$ cat src/rtl/vga_compositor_pkg.sv
// Shared types and constants for the scaled VGA compositor.
// Latency: n/a (types, constants and a combinational helper only).
// Backpressure: n/a.
//
// Contents:
//   PKG_COLOR_BITS / PKG_COORD_BITS - channel and coordinate widths the structs are built on
//   SYNC_POL_*                      - sync polarity encodings
//   rgb_t                           - {r,g,b} pixel
//   compositor_cfg_t                - per-frame shadowed configuration
//   blend_avg()                     - per-channel (a+b)>>1 average
package vga_compositor_pkg;

  // The packed structs below fix the channel and coordinate widths; the
  // compositor's COLOR_BITS/COORD_BITS parameters default to these values
  // and must be kept equal to them.
  localparam int PKG_COLOR_BITS = 6;
  localparam int PKG_COORD_BITS = 12;

  localparam logic SYNC_POL_ACTIVE_LOW  = 1'b0;
  localparam logic SYNC_POL_ACTIVE_HIGH = 1'b1;

  typedef struct packed {
    logic [PKG_COLOR_BITS-1:0] r;
    logic [PKG_COLOR_BITS-1:0] g;
    logic [PKG_COLOR_BITS-1:0] b;
  } rgb_t;

  typedef struct packed {
    logic [1:0]                scale_log2;
    logic [PKG_COORD_BITS-1:0] win_x;
    logic [PKG_COORD_BITS-1:0] win_y;
    rgb_t                      fg;
    rgb_t                      bg;
    logic                      blend;
  } compositor_cfg_t;

  // Average of two pixels; the sum is formed one bit wider so the carry
  // survives the shift, then truncated back to channel width.
  function automatic rgb_t blend_avg(input rgb_t a, input rgb_t b);
    rgb_t res;
    res.r = PKG_COLOR_BITS'(({1'b0, a.r} + {1'b0, b.r}) >> 1);
    res.g = PKG_COLOR_BITS'(({1'b0, a.g} + {1'b0, b.g}) >> 1);
    res.b = PKG_COLOR_BITS'(({1'b0, a.b} + {1'b0, b.b}) >> 1);
    return res;
  endfunction

endpackage

$ cat src/rtl/vga_scaled_compositor_if.sv
// Framebuffer RAM read bus between the compositor and its pixel RAM.
// Latency: read data returns a fixed number of cycles after the address.
// Backpressure: none; the RAM must accept one read per cycle.
//
// Signals:
//   mem_read_en    - read strobe (master -> RAM)
//   mem_read_addr  - {row, col} read address (master -> RAM)
//   mem_read_data  - {R,G,B} pixel word (RAM -> master)
interface vga_scaled_compositor_if
  import vga_compositor_pkg::*;
#(
  parameter int ADDR_WIDTH = 16,
  parameter int DATA_WIDTH = 3 * PKG_COLOR_BITS
);
  logic                  mem_read_en;
  logic [ADDR_WIDTH-1:0] mem_read_addr;
  logic [DATA_WIDTH-1:0] mem_read_data;

  modport master (output mem_read_en, output mem_read_addr, input mem_read_data);
  modport slave  (input mem_read_en, input mem_read_addr, output mem_read_data);
endinterface

$ cat src/rtl/vga_delay_line.sv
// Fixed-depth register delay line used to keep side-band bits aligned with pixels.
// Latency: DEPTH cycles (DEPTH=0 is a combinational pass-through).
// Backpressure: none; shifts every cycle.
//
// Ports:
//   clk_pixel, reset - clock and synchronous active-high reset (stages load RST_VAL)
//   d_i              - WIDTH-bit input
//   q_o              - input delayed by DEPTH cycles
module vga_delay_line #(
  parameter int               WIDTH   = 1,
  parameter int               DEPTH   = 1,
  parameter logic [WIDTH-1:0] RST_VAL = '0
) (
  input  logic             clk_pixel,
  input  logic             reset,
  input  logic [WIDTH-1:0] d_i,
  output logic [WIDTH-1:0] q_o
);

  if (DEPTH == 0) begin : g_pass
    logic unused_clk_rst;
    assign unused_clk_rst = clk_pixel ^ reset;
    assign q_o = d_i;
  end else begin : g_regs
    logic [WIDTH-1:0] stage_q [DEPTH];

    always_ff @(posedge clk_pixel) begin
      if (reset) begin
        for (int i = 0; i < DEPTH; i++) stage_q[i] <= RST_VAL;
      end else begin
        stage_q[0] <= d_i;
        for (int i = 1; i < DEPTH; i++) stage_q[i] <= stage_q[i-1];
      end
    end

    assign q_o = stage_q[DEPTH-1];
  end

endmodule

$ cat src/rtl/vga_scaled_compositor.sv
// Per-pixel compositor: windowed 2^k-scaled framebuffer read, text overlay, background fill.
// Latency: in_* to vga_* is MEM_LATENCY+2 cycles; syncs and active share that delay.
// Backpressure: none; one pixel per clk_pixel, RAM must return data every cycle.
//
// Optional feature macro: VGA_COMPOSITOR_BLEND_EN adds cfg_blend (50/50 overlay
// blend inside the window); without it the overlay is always opaque.
//
// Ports:
//   clk_pixel, reset        - pixel clock, synchronous active-high reset
//   in_x/in_y/in_active     - coordinates and active flag from the timing controller
//   in_hsync/in_vsync       - syncs at pin polarity
//   overlay_bit             - text-layer pixel, OVL_LATENCY cycles after its coordinates
//   cfg_*                   - configuration, captured once per frame at the vsync edge
//   mem                     - framebuffer RAM read bus (master side)
//   vga_rgb/vga_*sync/vga_active - aligned pixel outputs
//   frame_count             - number of vsync leading edges seen since reset
module vga_scaled_compositor
  import vga_compositor_pkg::*;
#(
  parameter int COLOR_BITS        = PKG_COLOR_BITS,
  parameter int COORD_BITS        = PKG_COORD_BITS,
  parameter int IMG_W_BITS        = 8,
  parameter int IMG_HEIGHT        = 192,
  parameter int IMG_H_BITS        = 8,
  parameter int MEM_LATENCY       = 1,
  parameter int OVL_LATENCY       = 1,
  parameter int VSYNC_ACTIVE_HIGH = 0
) (
  input  logic                    clk_pixel,
  input  logic                    reset,
  input  logic [COORD_BITS-1:0]   in_x,
  input  logic [COORD_BITS-1:0]   in_y,
  input  logic                    in_active,
  input  logic                    in_hsync,
  input  logic                    in_vsync,
  input  logic                    overlay_bit,
  input  logic [1:0]              cfg_scale_log2,
  input  logic [COORD_BITS-1:0]   cfg_win_x,
  input  logic [COORD_BITS-1:0]   cfg_win_y,
  input  logic [3*COLOR_BITS-1:0] cfg_fg,
  input  logic [3*COLOR_BITS-1:0] cfg_bg,
`ifdef VGA_COMPOSITOR_BLEND_EN
  input  logic                    cfg_blend,
`endif
  vga_scaled_compositor_if.master mem,
  output logic [3*COLOR_BITS-1:0] vga_rgb,
  output logic                    vga_hsync,
  output logic                    vga_vsync,
  output logic                    vga_active,
  output logic [15:0]             frame_count
);

  localparam int   ADDR_WIDTH = IMG_W_BITS + IMG_H_BITS;
  localparam logic SYNC_ACT   = (VSYNC_ACTIVE_HIGH != 0) ? SYNC_POL_ACTIVE_HIGH : SYNC_POL_ACTIVE_LOW;
  localparam logic SYNC_IDLE  = !SYNC_ACT;
  // The overlay already lags by OVL_LATENCY; pad it to meet stage C.
  localparam int   OVL_DELAY  = MEM_LATENCY + 1 - OVL_LATENCY;
  localparam logic [COORD_BITS-1:0] IMG_W_LIM = COORD_BITS'(1 << IMG_W_BITS);
  localparam logic [COORD_BITS-1:0] IMG_H_LIM = COORD_BITS'(IMG_HEIGHT);

  // ---------------- Frame edge, shadow config, frame counter ----------------
  logic            vs_act, vs_act_q, frame_edge;
  compositor_cfg_t cfg_q, cfg_d;
  logic [15:0]     frame_count_q, frame_count_d;

  assign vs_act     = (in_vsync == SYNC_ACT);
  assign frame_edge = vs_act && !vs_act_q;

  always_comb begin
    cfg_d         = cfg_q;
    frame_count_d = frame_count_q;
    if (frame_edge) begin
      cfg_d.scale_log2 = cfg_scale_log2;
      cfg_d.win_x      = cfg_win_x;
      cfg_d.win_y      = cfg_win_y;
      cfg_d.fg         = rgb_t'(cfg_fg);
      cfg_d.bg         = rgb_t'(cfg_bg);
`ifdef VGA_COMPOSITOR_BLEND_EN
      cfg_d.blend      = cfg_blend;
`else
      cfg_d.blend      = 1'b0;
`endif
      frame_count_d    = frame_count_q + 16'd1;
    end
  end

  // vs_act_q clears to "inactive" so a vsync already asserted when reset
  // releases still counts as the first edge and loads the config.
  always_ff @(posedge clk_pixel) begin
    if (reset) begin
      vs_act_q      <= 1'b0;
      cfg_q         <= '0;
      frame_count_q <= '0;
    end else begin
      vs_act_q      <= vs_act;
      cfg_q         <= cfg_d;
      frame_count_q <= frame_count_d;
    end
  end

  assign frame_count = frame_count_q;

  // ---------------- Stage A: window test and address ----------------
  // One extra bit holds the sign so left/above-window pixels are rejected.
  logic [COORD_BITS:0]   dx, dy;
  logic [COORD_BITS-1:0] dx_s, dy_s;
  logic                  in_win_d;
  logic [ADDR_WIDTH-1:0] addr_d, addr_q;
  logic                  in_win_a_q, active_a_q, hsync_a_q, vsync_a_q;

  always_comb begin
    dx       = {1'b0, in_x} - {1'b0, cfg_q.win_x};
    dy       = {1'b0, in_y} - {1'b0, cfg_q.win_y};
    dx_s     = dx[COORD_BITS-1:0] >> cfg_q.scale_log2;
    dy_s     = dy[COORD_BITS-1:0] >> cfg_q.scale_log2;
    in_win_d = in_active && !dx[COORD_BITS] && !dy[COORD_BITS]
               && (dx_s < IMG_W_LIM) && (dy_s < IMG_H_LIM);
    // Address is held outside the window so the RAM bus stays quiet.
    addr_d   = in_win_d ? {dy_s[IMG_H_BITS-1:0], dx_s[IMG_W_BITS-1:0]} : addr_q;
  end

  always_ff @(posedge clk_pixel) begin
    if (reset) begin
      in_win_a_q <= 1'b0;
      active_a_q <= 1'b0;
      hsync_a_q  <= SYNC_IDLE;
      vsync_a_q  <= SYNC_IDLE;
      addr_q     <= '0;
    end else begin
      in_win_a_q <= in_win_d;
      active_a_q <= in_active;
      hsync_a_q  <= in_hsync;
      vsync_a_q  <= in_vsync;
      addr_q     <= addr_d;
    end
  end

  assign mem.mem_read_en   = in_win_a_q;
  assign mem.mem_read_addr = addr_q;

  // ---------------- Stage B: match RAM latency ----------------
  logic [3:0] stage_b;
  logic       in_win_b, active_b, hsync_b, vsync_b, ovl_c;

  vga_delay_line #(
    .WIDTH   (4),
    .DEPTH   (MEM_LATENCY),
    .RST_VAL ({1'b0, 1'b0, SYNC_IDLE, SYNC_IDLE})
  ) u_align_b (
    .clk_pixel (clk_pixel),
    .reset     (reset),
    .d_i       ({in_win_a_q, active_a_q, hsync_a_q, vsync_a_q}),
    .q_o       (stage_b)
  );

  assign {in_win_b, active_b, hsync_b, vsync_b} = stage_b;

  vga_delay_line #(
    .WIDTH   (1),
    .DEPTH   (OVL_DELAY),
    .RST_VAL (1'b0)
  ) u_align_ovl (
    .clk_pixel (clk_pixel),
    .reset     (reset),
    .d_i       (overlay_bit),
    .q_o       (ovl_c)
  );

  // ---------------- Stage C: mix and output register ----------------
  rgb_t img, pix_d, rgb_q;
  logic active_q, hsync_q, vsync_q;

  assign img = rgb_t'(mem.mem_read_data);

  always_comb begin
    pix_d = '0;
    if (!active_b) begin
      pix_d = '0;
    end else if (ovl_c) begin
`ifdef VGA_COMPOSITOR_BLEND_EN
      if (cfg_q.blend && in_win_b) pix_d = blend_avg(cfg_q.fg, img);
      else                         pix_d = cfg_q.fg;
`else
      pix_d = cfg_q.fg;
`endif
    end else if (in_win_b) begin
      pix_d = img;
    end else begin
      pix_d = cfg_q.bg;
    end
  end

  always_ff @(posedge clk_pixel) begin
    if (reset) begin
      rgb_q    <= '0;
      active_q <= 1'b0;
      hsync_q  <= SYNC_IDLE;
      vsync_q  <= SYNC_IDLE;
    end else begin
      rgb_q    <= pix_d;
      active_q <= active_b;
      hsync_q  <= hsync_b;
      vsync_q  <= vsync_b;
    end
  end

  assign vga_rgb    = rgb_q;
  assign vga_active = active_q;
  assign vga_hsync  = hsync_q;
  assign vga_vsync  = vsync_q;

endmodule

$ cat src/flat_wrapper.sv
// flat-port wrapper written by rule: the top's interface ports become plain ports
module vga_scaled_compositor_flat import vga_compositor_pkg::*;
#(
  parameter int COLOR_BITS        = PKG_COLOR_BITS,
  parameter int COORD_BITS        = PKG_COORD_BITS,
  parameter int IMG_W_BITS        = 8,
  parameter int IMG_HEIGHT        = 192,
  parameter int IMG_H_BITS        = 8,
  parameter int MEM_LATENCY       = 1,
  parameter int OVL_LATENCY       = 1,
  parameter int VSYNC_ACTIVE_HIGH = 0
)
  (clk_pixel, reset, in_x, in_y, in_active, in_hsync, in_vsync, overlay_bit, cfg_scale_log2, cfg_win_x, cfg_win_y, cfg_fg, cfg_bg, vga_rgb, vga_hsync, vga_vsync, vga_active, frame_count, mem_mem_read_en, mem_mem_read_addr, mem_mem_read_data);
  vga_scaled_compositor_if #(.ADDR_WIDTH(16), .DATA_WIDTH(18)) mem_i ();
  input  logic clk_pixel;
  input  logic reset;
  input  logic [COORD_BITS-1:0] in_x;
  input  logic [COORD_BITS-1:0] in_y;
  input  logic in_active;
  input  logic in_hsync;
  input  logic in_vsync;
  input  logic overlay_bit;
  input  logic [1:0] cfg_scale_log2;
  input  logic [COORD_BITS-1:0] cfg_win_x;
  input  logic [COORD_BITS-1:0] cfg_win_y;
  input  logic [3*COLOR_BITS-1:0] cfg_fg;
  input  logic [3*COLOR_BITS-1:0] cfg_bg;
  output logic [3*COLOR_BITS-1:0] vga_rgb;
  output logic vga_hsync;
  output logic vga_vsync;
  output logic vga_active;
  output logic [15:0] frame_count;
  output wire logic [$bits(mem_i.mem_read_en)-1:0] mem_mem_read_en;
  output wire logic [$bits(mem_i.mem_read_addr)-1:0] mem_mem_read_addr;
  input wire logic [$bits(mem_i.mem_read_data)-1:0] mem_mem_read_data;
  assign mem_mem_read_en = mem_i.mem_read_en;
  assign mem_mem_read_addr = mem_i.mem_read_addr;
  assign mem_i.mem_read_data = mem_mem_read_data;
  vga_scaled_compositor #(.COLOR_BITS(COLOR_BITS), .COORD_BITS(COORD_BITS), .IMG_W_BITS(IMG_W_BITS), .IMG_HEIGHT(IMG_HEIGHT), .IMG_H_BITS(IMG_H_BITS), .MEM_LATENCY(MEM_LATENCY), .OVL_LATENCY(OVL_LATENCY), .VSYNC_ACTIVE_HIGH(VSYNC_ACTIVE_HIGH)) u_core (.clk_pixel(clk_pixel), .reset(reset), .in_x(in_x), .in_y(in_y), .in_active(in_active), .in_hsync(in_hsync), .in_vsync(in_vsync), .overlay_bit(overlay_bit), .cfg_scale_log2(cfg_scale_log2), .cfg_win_x(cfg_win_x), .cfg_win_y(cfg_win_y), .cfg_fg(cfg_fg), .cfg_bg(cfg_bg), .mem(mem_i), .vga_rgb(vga_rgb), .vga_hsync(vga_hsync), .vga_vsync(vga_vsync), .vga_active(vga_active), .frame_count(frame_count));
endmodule
$ cat config.mk
export PLATFORM = sky130hd
export DESIGN_NAME = vga_scaled_compositor_flat
export DESIGN_NICKNAME = d
export VERILOG_FILES = /design/src/rtl/vga_compositor_pkg.sv /design/src/rtl/vga_scaled_compositor_if.sv /design/src/rtl/vga_delay_line.sv /design/src/rtl/vga_scaled_compositor.sv /design/src/flat_wrapper.sv
export SDC_FILE = /design/constraint.sdc
export NUM_CORES = 1
export LEC_CHECK = 0
export CORE_AREA = 2 2 122 124
export DETAILED_ROUTE_END_ITERATION = 6
export DIE_AREA = 0 0 124 126
export DONT_BUFFER_PORTS = 1
export PLACE_DENSITY = 0.66
export SLEW_MARGIN = 10
export SYNTH_ARGS = -nofsm -noshare
export SYNTH_HDL_FRONTEND = slang
export SYNTH_SLANG_ARGS = --single-unit
$ cat constraint.sdc
create_clock -name clk_pixel -period 10.9 [get_ports clk_pixel]
set_input_delay 2.725 -clock clk_pixel [delete_from_list [all_inputs] [get_ports clk_pixel]]
set_output_delay 2.725 -clock clk_pixel [all_outputs]
set_load 0.01 [all_outputs]
* Word level (Yosys, flattened, before mapping)
Memories as Yosys holds them, arrays and structs flattened.
Index checks and enable logic that the tools add are counted.
** Word-level totals
- Bits of input ports :: 110
- Memories :: 2
- Word-level logic and storage cells :: 53
- Register bits after elaboration :: 120
- RAM bits :: 5
** Cells by class
- Magnitude comparators :: 2
- Shift operators :: 2
- Mux-type cells :: 9
- Reduce and logical (&&, ||, !) cells :: 11
- Add/subtract/negate cells :: 3
- Bitwise operators :: 2
** Memories
- u_core.u_align_b.g_regs.stage_q :: depth 1, width 4, rd ports 1, clocked after Yosys merged registers in 0, wr ports 1, line vga_delay_line.sv:25 : logic [WIDTH-1:0] stage_q [DEPTH];
- u_core.u_align_ovl.g_regs.stage_q :: depth 1, width 1, rd ports 1, clocked after Yosys merged registers in 0, wr ports 1, line vga_delay_line.sv:25
** Operators with widths (number)
- 18-bit 2-to-1 mux :: 2
- 12-bit by 12-bit subtractor with 13-bit output :: 2
- 12-bit by 2-bit >> shifter with 12-bit output :: 2
- 16-bit by 1-bit adder with 16-bit output, second input constant :: 1
- 12-bit by 8-bit less-than comparator with 1-bit output, second input constant :: 1
- 12-bit by 9-bit less-than comparator with 1-bit output, second input constant :: 1
- 1-bit 2-to-1 mux :: 6
- 1-bit logical AND :: 5
- 4-bit 2-to-1 mux :: 1
- 4-bit OR reduction :: 1
- 1-bit zero test :: 3
- 1-bit NOT :: 2
- 2-bit OR reduction :: 1
- 1-bit OR reduction :: 1

* Longest topological paths before layout
Gate-level depths: netlist (run 1).
- Word-level depth :: 6
- Mapped depth :: 14

* Modules after synthesis
From an unflattened synthesis (run 1), not the netlist that was laid out.
** Second synthesis, totals
- Cell total of the unflattened synthesis :: 799
- Area, all modules :: 6416.2 um^2
** By module, submodules not included
- vga_scaled_compositor :: area an instance 6277.3 um^2, cells each 789, instances 1
- vga_delay_line (u_core.u_align_b) :: area an instance 105.1 um^2, cells each 8, instances 1
- vga_delay_line (u_core.u_align_ovl) :: area an instance 33.8 um^2, cells each 2, instances 1

* Worst setup path before layout (run 1)
OpenSTA, ideal clock, no wires.
- Path type :: in2reg
- From :: input port in_y[0]
- To :: register u_core.addr_q[11] (netlist: u_core.mem.mem_read_addr[11])
- Data arrival time :: 5.318 ns
- Library setup time :: 0.121 ns
- Path slack :: 5.460 ns
- Data required time :: 10.779 ns
- Stages :: 13
- Buffers on the path :: 1
- Cell sequence :: inv_1 > ha_1 > inv_1 > fa_1 > a21o_1 > a221oi_1 > o21ai_1 > xor2_1 > a211oi_2 > o2111ai_1 > a211o_1 > buf_6 > mux2_4
** Between the ends
- Cells in the longest elaborated chain, start to end :: 5
** RTL lines
- start, declared :: line flat_wrapper.sv:18 : input logic [COORD_BITS-1:0] in_y;
- 12-bit by 12-bit subtractor with 13-bit output (*) :: line vga_scaled_compositor.sv:113 : dy = {1'b0, in_y} - {1'b0, cfg_q.win_y};
- branches (longest 4 deep; another with 12-bit by 8-bit less-than comparator with 1-bit output)
- end signal, assigned :: line vga_scaled_compositor.sv:134 : addr_q <= addr_d;
- end, declared :: line vga_scaled_compositor.sv:108 : logic [ADDR_WIDTH-1:0] addr_d, addr_q;
Mark *: on every way between the ends.
A chain may end at the register's enable or synchronous reset.

* Worst setup path in the final report (run 1)
- From :: input port in_y[0]
- To :: register u_core.addr_q[4] (netlist: u_core.mem.mem_read_addr[4])
** Between the ends
- Cells in the longest elaborated chain, start to end :: 5
** RTL lines
- 12-bit by 12-bit subtractor with 13-bit output (*) :: line vga_scaled_compositor.sv:113
- branches (longest 3 deep; another with 12-bit by 8-bit less-than comparator with 1-bit output)
- 1-bit logical AND (*) :: line vga_scaled_compositor.sv:117 : && (dx_s < IMG_W_LIM) && (dy_s < IMG_H_LIM);
Marks and branches as above.

==> metrics.txt, run 1 <==
fin util 48.6%; Core Area 14300 µm²; layout cells sized above 1 6.20%; initial antenna violation count 0; Primary FF master, synth dfxtp_1; Syn Nets 921; initial DRC count 208; fill count 1443; Critical Path RT 11200 ps; number of port buffers 0; peak supply drop 0.109 mV; most frequent cells after synthesis nand2_1, dfxtp_1, a21oi_1; sequential element share of the synthesized area 39.7%; FP Rows 44; GRT Total Usage 19.3%; setup ws final 5330 ps; DR vias 5108; die area 15600 µm²; Crit path max-delay family compound AO/OA/AOI/OAI gates; Critical Path Max Stage Delay 720 ps; Tcrit/Tclk final 51.1%; Clock transition at path regs 60 ps; Final Hold Fails 0; # nets final 898; Area contributors post-synth dfxtp_1, nand2_1, a21oi_1; top cell type's share of synthesized area 39.7%; Root Driver clkbuf_16; Post-CTS Resized 0; Num CTS Buffers 17; most frequent cell on the critical path inv_1; Pleak 2.72 nW; GP Congestion 0.847; Initial Util 44.0%; Synth Cell Area 6300 µm²; Post-DP Area 6360 µm²; worst min-delay path category reg -> reg; area grow syn2layout 10.5%; Critical Path End Type register; cell taking the most area after synthesis dfxtp_1; Ant. Diodes 0; count leader, synth nand2_1; Max-cap violations 0; CTS H-Tree Depth 4; Synth Register Bits 125; Unique masters post-synth 58; RSZ-0062 raised after global routing no; Mapped Avg Cell Area 8.03 µm²; DRC Markers 0; hold buffer count at cts 0; Die Span X 124 µm; vias per cell 5.33; clk_skew 7.08 ps; fin cells 958; final wirelength 14800 µm; TNS Setup 0 ps; total congestion overflow 0; status finished, final reports clean; per-cell routed wire length 15.5 µm; Post-Layout Inst Area 6950 µm²; Pre-antenna DRT Iters 5; Pins Over Slew Limit 0; Routed Antenna Nets 0; worst-margin pin slew 1150 ps; pwr dens 173 nW/µm²; DP Worst Slack 4890 ps; IO Count 164; CTS tree built; first-pass GRT wire length 23400 µm; Async S/R FF share, synth 0%; placed cell count 926; yosys warns 0; clock latency on the worst-skew pair 420 ps; max frequency 0.180 GHz; minimum clock period after layout 5570 ps; vias in the first global route 4594; critical path, cell by cell inv_1, ha_1, inv_1, fa_1, a21o_1, a221oi_1, o21ai_1, xor2_1, mux2i_1, o2111ai_1, a211o_1, mux2_4; slowest stage cell, crit path a211o_1; Max Fanout on Critical Path 16; EDFF count, synth 0; Buf+Inv Stages, Crit Path 2; Slew headroom 23.3%; count of final setup violators 0; Critical Path AT 5870 ps; Setup CP Type in -> reg; Clock Sinks 125; HPWL Detailed 10300 µm; Post CTS Setup Buffer Count 0; clock buffer depth 2; startpoint types input port; die span in y 126 µm; cells after synthesis 784; largest net degree at the start of global routing 121
[final cells by class]
cell class | count | area [µm²] | area share [%]
timing repair buffer | 2 | 15.0 | 0.216
inverter | 35 | 131 | 1.89
clock inverter | 14 | 161 | 2.32
sequential | 125 | 2500 | 36.0
tap | 184 | 230 | 3.31
multi-input combinational | 580 | 3480 | 50.1
clock buffer | 18 | 429 | 6.17
[kinds of logic after synthesis]
| logic type | count (synthesis) | share of synthesized area (%) |
|---|---|---|
| and+or+nand+nor | 310 | 21.9 |
| AOI/OAI and AO/OA | 179 | 17.3 |
| DFF | 125 | 39.7 |
| buffers and inverters | 79 | 5.03 |
| muxes | 42 | 7.31 |
| adders and majority gates | 27 | 5.60 |
| xor gates and xnor gates | 22 | 3.06 |
[final timing paths]
kind                                                            start                           to  slack [ps]  depth (start not counted)
worst max-delay path                                          in_y[0]  u_core.mem.mem_read_addr[4]        5330                         12
worst min-delay path            u_core.u_align_b.g_regs.stage_q[0][1]             u_core.vga_hsync         410                          1
worst max register to register                       u_core.cfg_q[37]  u_core.mem.mem_read_addr[4]        7340                         11
worst min register to register  u_core.u_align_b.g_regs.stage_q[0][1]             u_core.vga_hsync         410                          1
[worst reg2reg max path, stage by stage, from the launching register on]
cell	delay [ps]
dfxtp_1	330
ha_1	160
inv_1	50
fa_1	400
a21o_1	230
a221oi_1	370
o21ai_1	140
xor2_1	250
mux2i_1	140
o2111ai_1	290
a211o_1	720
mux2_4	350
[per-stage QoR]
step	power (mW)	hold slack, ps
floorplan	0.623	389
global placement	0.646	403
detailed placement	0.648	403
CTS	1.22	417
global route	1.26	428
finish	1.20	414
[routing by layer]
| metal | track usage [%] | wire length [µm] | vias to the layer above |
|---|---|---|---|
| li1 | - | - | 2631 |
| met1 | 24.8 | 6840 | 2318 |
| met2 | 28.8 | 6410 | 144 |
| met3 | 8.97 | 1420 | 15 |
| met4 | 5.75 | 148 | 0 |
| met5 | 0 | 0 | - |
[sequential cells by signal (all words and copies together) (netlist names)]
name                               cells
u_core.vs_act_q                        1
u_core.mem.mem_read_en                 1
u_core.mem.mem_read_addr              16
u_core.vsync_a_q                       1
u_core.hsync_a_q                       1
u_core.vga_rgb                        18
u_core.active_a_q                      1
u_core.u_align_b.g_regs.stage_q        4
u_core.u_align_ovl.g_regs.stage_q      1
u_core.vga_active                      1
u_core.frame_count                    16
u_core.vga_vsync                       1
u_core.cfg_q                          62
u_core.vga_hsync                       1
[power by group]
part	switching (mW)	total [mW]	leakage, nW	internal (mW)
Sequential	0.0127	0.486	1.02	0.473
Clock	0.225	0.566	0.284	0.342
Combinational	0.0876	0.153	1.42	0.0654
Total	0.325	1.20	2.72	0.880
[cells in the final DEF, fill, tap and decap left out, drive strengths merged, types with 4 or more instances in the layout]
master / instances
a211o: 10
a211oi: 10
a21o: 5
a21oi: 99
a31oi: 4
and2: 5
and3: 9
clkbuf: 18
clkinv: 5
dfxtp: 125
ha: 25
inv: 40
mux2i: 37
nand2: 148
nand2b: 17
nand4: 6
nor2: 75
nor2b: 10
nor3: 12
o21a: 6
o21ai: 19
or2: 7
or3: 10
xnor2: 6
xor2: 16
Power figures use the tool's default switching activity.
==> inputs of run 2 (changes only) <==
==> constraint.sdc (replaced) <==
create_clock -name clk_pixel -period 5.7 [get_ports clk_pixel]
set_input_delay 1.425 -clock clk_pixel [delete_from_list [all_inputs] [get_ports clk_pixel]]
set_output_delay 1.425 -clock clk_pixel [all_outputs]
set_load 0.01 [all_outputs]
==> run 2 against run 1 <==
Effect of this change: setup slack got worse by 3900 ps; largest cell class unchanged; register-to-register slack got worse by 5200 ps; critical endpoint is now u_core.mem.mem_read_addr[5]; largest power group unchanged; sequential power increased by 91%.
==> metrics.txt, run 2 (synthesis results as in run 1) <==
GP Congestion 0.842 (-0.66%); Core Area 14300 µm² (unchanged); Critical Path End Type register; Final Hold Fails 0 (unchanged); Critical Path RT 6040 ps (-5160 ps); die span in y 126 µm (unchanged); Pleak 2.76 nW (+1.4%); Max-cap violations 0 (unchanged); commonest non-fill, non-tap cells in the layout nand2_1, dfxtp_1, a21oi_1; worst-margin pin slew 1210 ps (+63.9 ps); clk_skew 9.42 ps (+2.34 ps); count of final setup violators 0 (unchanged); HPWL Detailed 10400 µm (+0.55%); Die Span X 124 µm (unchanged); Initial Util 44.0% (unchanged); hold slack 412 ps (-2.19 ps); Top reg by flops u_core.cfg_q; CTS H-Tree Depth 4 (unchanged); Pins Over Slew Limit 0 (unchanged); GRT Total Usage 19.6% (+0.28 points); Post-CTS Resized 0 (unchanged); Post CTS Setup Buffer Count 0 (unchanged); total congestion overflow 0 (unchanged); largest net degree at the start of global routing 121 (unchanged); layout cells sized above 1 6.45% (+0.25 points); initial DRC count 305 (+47%); Setup CP Type in -> reg; Tot Pwr 2.42 mW (+100%); startpoint types input port; TNS Setup 0 ps (unchanged); vias in the first global route 4848 (+5.5%); minimum clock period after layout 4260 ps; fin cells 959 (+0.10%); DR vias 5169 (+1.2%); placed cell count 927 (+0.11%); hold buffer count at cts 0 (unchanged); RSZ-0062 raised after global routing no; Tcrit/Tclk final 74.7%; number of port buffers 0 (unchanged); max reg flops 62 (unchanged); initial antenna violation count 0 (unchanged); Slew headroom 19.0% (-4.3 points); clock buffer depth 2 (unchanged); CTS tree built; Ant. Diodes 0 (unchanged); first-pass GRT wire length 24100 µm (+2.7%); Routed Antenna Nets 0 (unchanged); Post-DP Area 6370 µm² (+0.12%); pwr dens 344 nW/µm² (+99%); status finished, final reports clean; Post-Layout Inst Area 7020 µm² (+0.92%); worst min-delay path category reg -> reg; Root Driver clkbuf_16; per-cell routed wire length 15.6 µm (+0.84%); leading cell type in the layout, fill and taps excluded nand2_1; Max Fanout on Critical Path 14 (-2); Critical Path AT 4600 ps (-1270 ps); DRC Markers 0 (unchanged); Num CTS Buffers 17 (unchanged); Pre-antenna DRT Iters 5 (unchanged); peak supply drop 0.201 mV (+85%); die area 15600 µm² (unchanged); clock latency on the worst-skew pair 420 ps (about the same); # nets final 899 (+0.11%); Clock Sinks 125 (unchanged); IO Count 164 (unchanged); max frequency 0.235 GHz; FP Rows 44 (unchanged); Clock transition at path regs 60 ps (about the same); final wirelength 15000 µm (+0.95%); vias per cell 5.39 (+1.1%); area grow syn2layout 11.5%
-- run 2: changes by cell type in the layout (fill, tap and decap cells not counted) --
cell / previous run / this run
buf_4: 2 / 3
bufinv_16: 2 / 4
clkbuf_1: 1 / 0
clkinv_2: 1 / 0
clkinv_4: 4 / 1
clkinvlp_4: 2 / 0
inv_6: 4 / 8
inv_8: 1 / 2
-- run 2: metrics by stage --
stage,util (%),setup WS [ps]
detailed placement,44.5,1030
CTS,49.0,1450
global placement,44.5,1110
finish,49.0,1440
global route,49.0,1130
floorplan,-,1560
-- run 2: final cells by class --
type / instances / area, µm²
clock buffers: 17 / 425
clock inverters: 15 / 221
fillers: 1398 / 7300
inverters: 35 / 131
multi-input cells: 580 / 3480
flip-flops and latches: 125 / 2500
well taps: 184 / 230
repair buffers: 3 / 22.5
-- run 2: report_power, final --
group	leakage [nW]	total, mW	internal [mW]	switching (mW)
clock	0.318	1.19	0.750	0.444
combinational	1.42	0.292	0.125	0.167
sequential	1.02	0.929	0.904	0.0246
-- run 2: final timing paths --
kind | from | endpoint | slack [ps] | cells after the start
worst max-delay path | in_y[0] | u_core.mem.mem_read_addr[5] | 1440 | 13
worst min-delay path | u_core.u_align_b.g_regs.stage_q[0][1] | u_core.vga_hsync | 410 | 1
worst max register to register | u_core.cfg_q[37] | u_core.mem.mem_read_addr[5] | 2150 | 12
worst min register to register | u_core.u_align_b.g_regs.stage_q[0][1] | u_core.vga_hsync | 410 | 1
-- run 2: per-layer routing --
metal,up-vias,part of all wire (%),track usage (%)
li1,2633,-,-
met1,2363,45,25.2
met2,157,44,29.4
met3,16,10,7.88
met4,0,1.4,7.20
met5,-,0,0
-- run 2: worst max-delay path, stage by stage --
cell       delay (ps)
inv_1              40
ha_1              160
inv_1              60
fa_1              390
a21o_1            230
a221oi_1          360
o21ai_1           140
xor2_1            250
mux2i_1           140
o2111ai_1         320
a211o_1           660
buf_4             250
mux2i_1           180
